==> src/rtl/musical_score_recorder.sv <==
// Records one 4-bit note code per beat into a song RAM while a take is running.
// Latency: the note captured over a beat is written in the cycle after the beat's last cycle.
// Backpressure: none. The RAM write port must accept wr_en_o in every cycle it is asserted.
// Build option RECORDER_MAJORITY_EN: the most frequent note in each beat is written instead of the last one.
module musical_score_recorder #(
  parameter int BEAT_CYCLES = 32_500_000,
  parameter int ADDR_W      = 7,
  parameter int DEPTH       = 128
) (
  input  logic              clk,
  input  logic              reset,
  input  logic              start_i,
  input  logic              stop_i,
  input  logic [3:0]        note_in_i,
  input  logic              note_valid_i,
  output logic              wr_en_o,
  output logic [ADDR_W-1:0] wr_addr_o,
  output logic [3:0]        wr_data_o,
  output logic              recording_o,
  output logic              done_o,
  output logic [ADDR_W:0]   length_o
);

  localparam int                CNT_W     = $clog2(BEAT_CYCLES);
  localparam logic [CNT_W-1:0]  BEAT_LAST = CNT_W'(BEAT_CYCLES - 1);
  localparam logic [CNT_W-1:0]  CNT_ONE   = CNT_W'(1);
  localparam logic [ADDR_W-1:0] ADDR_LAST = ADDR_W'(DEPTH - 1);
  localparam logic [ADDR_W-1:0] ADDR_ONE  = ADDR_W'(1);
  localparam logic [ADDR_W:0]   LEN_ONE   = (ADDR_W + 1)'(1);

  typedef enum logic [1:0] {S_IDLE, S_REC, S_DONE} state_t;

  state_t            state_q, state_d;
  logic [CNT_W-1:0]  beat_cnt_q, beat_cnt_d;
  logic [ADDR_W-1:0] addr_q;
  logic [ADDR_W:0]   len_q;
  logic              wr_en_q;
  logic [3:0]        wr_data_q;
  logic              beat_end, enter_rec, sample;
  logic [3:0]        cap_note;

  assign beat_end  = (state_q == S_REC) && (beat_cnt_q == BEAT_LAST);
  assign sample    = (state_q == S_REC) && note_valid_i;
  assign enter_rec = (state_q != S_REC) && (state_d == S_REC);

  // Next state: start opens a take; stop or the final beat closes it.
  always_comb begin
    state_d = state_q;
    case (state_q)
      S_IDLE, S_DONE: if (start_i) state_d = S_REC;
      S_REC:          if (stop_i || (beat_end && addr_q == ADDR_LAST)) state_d = S_DONE;
      default:        state_d = S_IDLE;
    endcase
  end

  // Beat counter runs only while staying in REC and parks at zero otherwise.
  always_comb begin
    beat_cnt_d = '0;
    if (state_q == S_REC && state_d == S_REC && !beat_end) beat_cnt_d = beat_cnt_q + CNT_ONE;
  end

`ifdef RECORDER_MAJORITY_EN
  logic [7:0] cnt_q   [16];
  logic [7:0] cnt_inc [16];
  logic [7:0] best;

  // Per-note histogram including this cycle's sample, saturating at 255.
  always_comb begin
    for (int i = 0; i < 16; i++) begin
      cnt_inc[i] = cnt_q[i];
      if (sample && note_in_i == 4'(i) && cnt_q[i] != 8'hFF) cnt_inc[i] = cnt_q[i] + 8'd1;
    end
  end

  // Argmax over the histogram; strict compare keeps the lowest code on ties.
  always_comb begin
    cap_note = 4'h0;
    best     = cnt_inc[0];
    for (int i = 1; i < 16; i++) begin
      if (cnt_inc[i] > best) begin
        best     = cnt_inc[i];
        cap_note = 4'(i);
      end
    end
  end

  // Histogram restarts at every beat boundary and at the start of a take.
  always_ff @(posedge clk) begin
    if (reset || enter_rec || beat_end) begin
      for (int i = 0; i < 16; i++) cnt_q[i] <= '0;
    end else begin
      for (int i = 0; i < 16; i++) cnt_q[i] <= cnt_inc[i];
    end
  end
`else
  logic [3:0] cap_q, cap_d;

  // Last valid note of the beat, with the beat-end cycle's own sample taking precedence.
  always_comb begin
    cap_note = note_valid_i ? note_in_i : cap_q;
    cap_d    = cap_q;
    if (enter_rec || beat_end) cap_d = 4'h0;
    else if (sample)           cap_d = note_in_i;
  end

  // Capture register; cleared means the beat is a rest so far.
  always_ff @(posedge clk) begin
    if (reset) cap_q <= 4'h0;
    else       cap_q <= cap_d;
  end
`endif

  // State, beat timing, the delayed write strobe and the address/length bookkeeping.
  always_ff @(posedge clk) begin
    if (reset) begin
      state_q    <= S_IDLE;
      beat_cnt_q <= '0;
      addr_q     <= '0;
      len_q      <= '0;
      wr_en_q    <= 1'b0;
      wr_data_q  <= 4'h0;
    end else begin
      state_q    <= state_d;
      beat_cnt_q <= beat_cnt_d;
      wr_en_q    <= beat_end;
      if (beat_end) wr_data_q <= cap_note;
      if (enter_rec) begin
        addr_q <= '0;
        len_q  <= '0;
      end else if (wr_en_q) begin
        len_q <= len_q + LEN_ONE;
        // The last entry's address is held so the pointer never wraps.
        if (addr_q != ADDR_LAST) addr_q <= addr_q + ADDR_ONE;
      end
    end
  end

  assign wr_en_o     = wr_en_q;
  assign wr_addr_o   = addr_q;
  assign wr_data_o   = wr_en_q ? wr_data_q : 4'h0;
  assign recording_o = (state_q == S_REC);
  assign done_o      = (state_q == S_DONE);
  assign length_o    = len_q;

endmodule

==> config.mk <==
export PLATFORM = sky130hd
export DESIGN_NAME = musical_score_recorder
export DESIGN_NICKNAME = d
export VERILOG_FILES = /design/src/rtl/musical_score_recorder.sv
export SDC_FILE = /design/constraint.sdc
export NUM_CORES = 1
export LEC_CHECK = 0
export CAP_MARGIN = 20
export CORE_UTILIZATION = 45
export CTS_CLUSTER_DIAMETER = 80
export CTS_CLUSTER_SIZE = 30
export DETAILED_ROUTE_END_ITERATION = 16
export PLACE_DENSITY = 0.72
export SKIP_LAST_GASP = 1
export SLEW_MARGIN = 20
export SYNTH_ARGS = -nofsm -noshare
export SYNTH_HDL_FRONTEND = slang
export SYNTH_SLANG_ARGS = --single-unit
==> constraint.sdc <==
create_clock -name clk -period 4.5 [get_ports clk]
set_input_delay 0.675 -clock clk [delete_from_list [all_inputs] [get_ports clk]]
set_output_delay 0.675 -clock clk [all_outputs]
set_load 0.02 [all_outputs]
==> impl.org <==
** Logic synthesis
- Dominant combinational cell family by area after synthesis :: simple AND/OR/NAND/NOR gates
- Yosys Warn Count :: 0
- Most instantiated flip-flop cell in the synthesis netlist :: sky130_fd_sc_hd__dfxtp_1
- Compound-Gate Fraction of Synth Area :: 0.125
- In the synthesized netlist, the number of instances is between 200 and 300.
- Of the total synthesized cell area, the portion taken by XOR and XNOR cells is 0.0649.
- Synthesis instantiated between 40 and 50 different standard cells from the library.
- Synthesized-area fraction occupied by adder cells :: 0.0155
- Syn nets :: just under 300
- A synthesized cell averages just under 9 um^2.
- Area of the mapped netlist :: 2430 um^2
- Register area share after synthesis :: 0.421
- Number of storage elements in the synthesis netlist :: slightly above 50
- Simple-Gate Fraction of Synth Area :: 0.293
- After synthesis, the share of flip-flops with an asynchronous set or reset is 0.
- EDFF count, synth :: 0
- Of the post-synthesis cell area, the part taken by muxes is 0.0412.

** Power and ir drop
- Cell area power density :: approximately 280 nW/um^2
- Leak Pwr :: ~0.88 nW
- Largest vdd supply drop :: about 0.19 mV

** Min path
- In this run the worst hold path is classified as flop to flop.
- The startpoint identified for the worst hold timing path is wr_data_q[0]$_SDFFE_PP0P_.
- Destination of the worst hold path :: wr_data_q[0]$_SDFFE_PP0P_
- Hold depth :: 2

** Floorplan
- In this run the horizontal extent of the chip is 75.4 um.
- The die covers approximately 5700 um^2.
- For this configuration, the core starts out at a cell density of 0.472.
- In this run the core area contains 26 standard-cell rows.
- For this design the top-level I/O count stands at 31.
- From bottom edge to top edge, the die measures 75.4 um.
- Core Footprint :: ~5000 um^2

** CTS
- Clock latency of the later-clocked register in the worst-skew pair :: roughly 0.3 ns
- Clock tree synthesis selected as its root buffer the cell sky130_fd_sc_hd__clkbuf_8.
- Max H-tree Level :: 2
- Once the clock tree was built, the setup fixing pass inserted 0 buffers.
- Cts bufs inserted :: 5
- TritonCTS built the clock tree.
- Number of sinks on the clock net :: 51
- Post-CTS repair changed the size of 0 cells.
- Clock-pin slew was measured on the worst setup and hold paths at around 0.090 ns.
- In this run, post-CTS hold repair placed 0 buffers.
- Maximum number of buffers from clock root to sink :: 2

** Drt
- Dividing the detail-routed wire length by the instance count gives between 10 and 15 um.
- The count of nets left with antenna violations once routing finished came out at 0.
- For this block, the initial DRC count from the detailed router was between 80 and 90.
- For this run, design rule violations remaining after detail routing come to 0.
- The pre-antenna-repair detailed-routing pass consisted of 4 iterations.
- Summed over all layers, the routed wires come to roughly 5 mm.
- Average vias per placed instance :: 5.58
- Total number of vias :: between 2000 and 2500

** Setup path
- The critical path starts at wr_en_o$_SDFF_PP0_.
- Arrival time at the worst endpoint :: ~1.8 ns
- Along the worst path, the maximum fanout reaches 14.
- Setup slack on the worst flop-to-flop path :: around 2.1 ns
- Kind of start point of the critical path :: flop
- Reg-to-reg endpoint :: state_q[0]$_SDFF_PP0_
- The critical path goes through and2_1, clkdlybuf4s50_1.
- Start-to-end type of the worst setup path :: flop to output pin
- Sort of element at the end of the critical path :: output pin
- For this design, the slowest cell found on the critical path is sky130_fd_sc_hd__dfxtp_1.
- In this design, the stage delay of the slowest critical-path cell is 0.65 ns.
- The worst register-to-register path begins at beat_cnt_q[0]$_SDFF_PP0_.
- Required time at the worst-slack endpoint :: 3.83 ns
- Measured in cells, the most critical reg-to-reg path has a length of 5.

** Timing
- Post-route fraction of the period consumed by the critical path :: 0.540
- The worst pin sits at a relative slew slack of 0.402.
- Count of final hold-check violations :: 0
- The smallest clock period supported by the final layout is computed as approximately 2.4 ns.
- After routing, the total negative slack on setup checks comes to 0 ns.
- The number of pins exceeding their max-slew limit in the final report was 0.
- Clock skew on the completed layout was measured at around 0.0035 ns.
- Setup repair after global routing left no endpoint under its margin.
- Static timing analysis puts the maximum clock frequency at between 400 and 500 MHz.
- Setup-failing EPs final :: 0
- Pin slew with the least headroom to its limit :: ~0.90 ns
- Worst hold-check slack :: 0.471 ns

** Finish
- Commonest non-fill, non-tap cells in the layout :: 51 x sky130_fd_sc_hd__dfxtp_1, 30 x sky130_fd_sc_hd__clkdlybuf4s50_1, 22 x sky130_fd_sc_hd__nor3_1, 19 x sky130_fd_sc_hd__o21ai_0, 18 x sky130_fd_sc_hd__or3_1
- 0 antenna diodes ended up in the layout.
- Area growth syn-to-layout :: 18.5%
- Leaving out fill and tap cells, the most frequent cell in the layout is sky130_fd_sc_hd__dfxtp_1.
- For this run, the share of the core covered by cells in the final layout is 0.560.
- Fill cells in the final layout number between 500 and 600.
- The net count of the finished layout is 313.
- Of the cells placed in the final design, the portion with a size suffix greater than 1 is 0.0530.

** Global route
- Initial antenna violation count :: 0
- The first global-routing pass estimated approximately 8.4 mm of wire.
- Leftover overflow at the end of global routing :: 0
- Pin count of the biggest net entering global routing :: 26
- Vias in the first global route :: 1865
- In the global route stage, overall resource usage came out at 0.194.

** Place
- The congestion estimate from routability-driven global placement came to 0.791.
- Half-perimeter wire length of the detailed placement result :: around 3.5 mm
- Buffers on Ports :: 30

** Outcome
- Outcome :: finished, final reports clean

** Job
- The tool flagged a number of max-cap violations equal to 0.
Yosys cell counts (4+ instances only):
master | n | area share
sky130_fd_sc_hd__nor2_1 | 14 | 0.022
sky130_fd_sc_hd__or3_1 | 18 | 0.046
sky130_fd_sc_hd__nor3_1 | 22 | 0.045
sky130_fd_sc_hd__inv_1 | 9 | 0.014
sky130_fd_sc_hd__nand4_1 | 9 | 0.023
sky130_fd_sc_hd__clkbuf_1 | 8 | 0.012
sky130_fd_sc_hd__o21ai_0 | 19 | 0.039
sky130_fd_sc_hd__nand2_1 | 16 | 0.025
sky130_fd_sc_hd__xnor2_1 | 10 | 0.036
sky130_fd_sc_hd__and2_1 | 4 | 0.010
sky130_fd_sc_hd__dfxtp_1 | 51 | 0.42
sky130_fd_sc_hd__a21oi_1 | 12 | 0.025
sky130_fd_sc_hd__xor2_1 | 8 | 0.029
sky130_fd_sc_hd__mux2i_1 | 10 | 0.041
sky130_fd_sc_hd__a211oi_1 | 7 | 0.022
sky130_fd_sc_hd__nand3_1 | 9 | 0.019
sky130_fd_sc_hd__or4_1 | 6 | 0.019
report_power, final:
| part | internal, W | switching, W |
|---|---|---|
| clock network | 0.000180 | 0.000148 |
| logic | 0.0000134 | 0.0000158 |
| registers | 0.000453 | 0.00000134 |
through the flow:
stage / std cells / power (W) / setup slack [ns] / cell area, um^2
global placement: 364 / 0.000494 / 2.05 / 2760
floorplan: 277 / 0.000481 / 2.38 / 2430
finish: 372 / 0.000811 / 2.07 / 2880
global route: 372 / 0.000841 / 1.97 / 2880
CTS: 372 / 0.000825 / 2.06 / 2880
detailed placement: 364 / 0.000494 / 2.04 / 2760
state kept, by name, indices dropped and copies added, names as in the netlist:
signal      flops
wr_data_q       4
wr_en_o         1
cap_q           4
state_q         2
beat_cnt_q     25
wr_addr_o       7
length_o        8
cells by family (layout without fill, tap and decap cells):
group,count (synthesis),count (layout)
and+or+nand+nor,122,122
DFF,51,51
AOI/OAI and AO/OA,50,50
adders and majority gates,3,3
xor gates and xnor gates,18,18
buffers and inverters,23,48
muxes,10,10
layer usage:
layer	track usage	up-vias	wire (um)
li1	-	1061	-
met1	0.263	979	2540
met2	0.311	30	2270
met3	0.0397	7	122
met4	0.0617	0	70
met5	0	-	0
critical path, delay by kind of cell (launching register included):
kind,cells,cell delay [ns]
buffers and inverters,1,0.60
flip-flops,1,0.65
AND/OR/NAND/NOR,1,0.20
cell type report:
class,count,area [um^2],area share
timing repair buffer,31,308,0.107
tap,70,87.6,0.0304
inverter,9,33.8,0.0117
sequential,51,1020,0.355
clock inverter,2,35.0,0.0122
clock buffer,6,82.6,0.0287
multi-input combinational,203,1310,0.455
worst max path at each step:
stage | end | depth (start not counted)
after floorplan | state_q[0]$_SDFF_PP0_ | 5
after global placement | beat_cnt_q[16]$_SDFF_PP0_ | 3
after detailed placement | beat_cnt_q[11]$_SDFF_PP0_ | 3
after CTS | wr_data_o[3] | 2
after global routing | wr_data_o[1] | 2
final | wr_data_o[3] | 2
No activity file was read; power rests on OpenSTA's default activity.
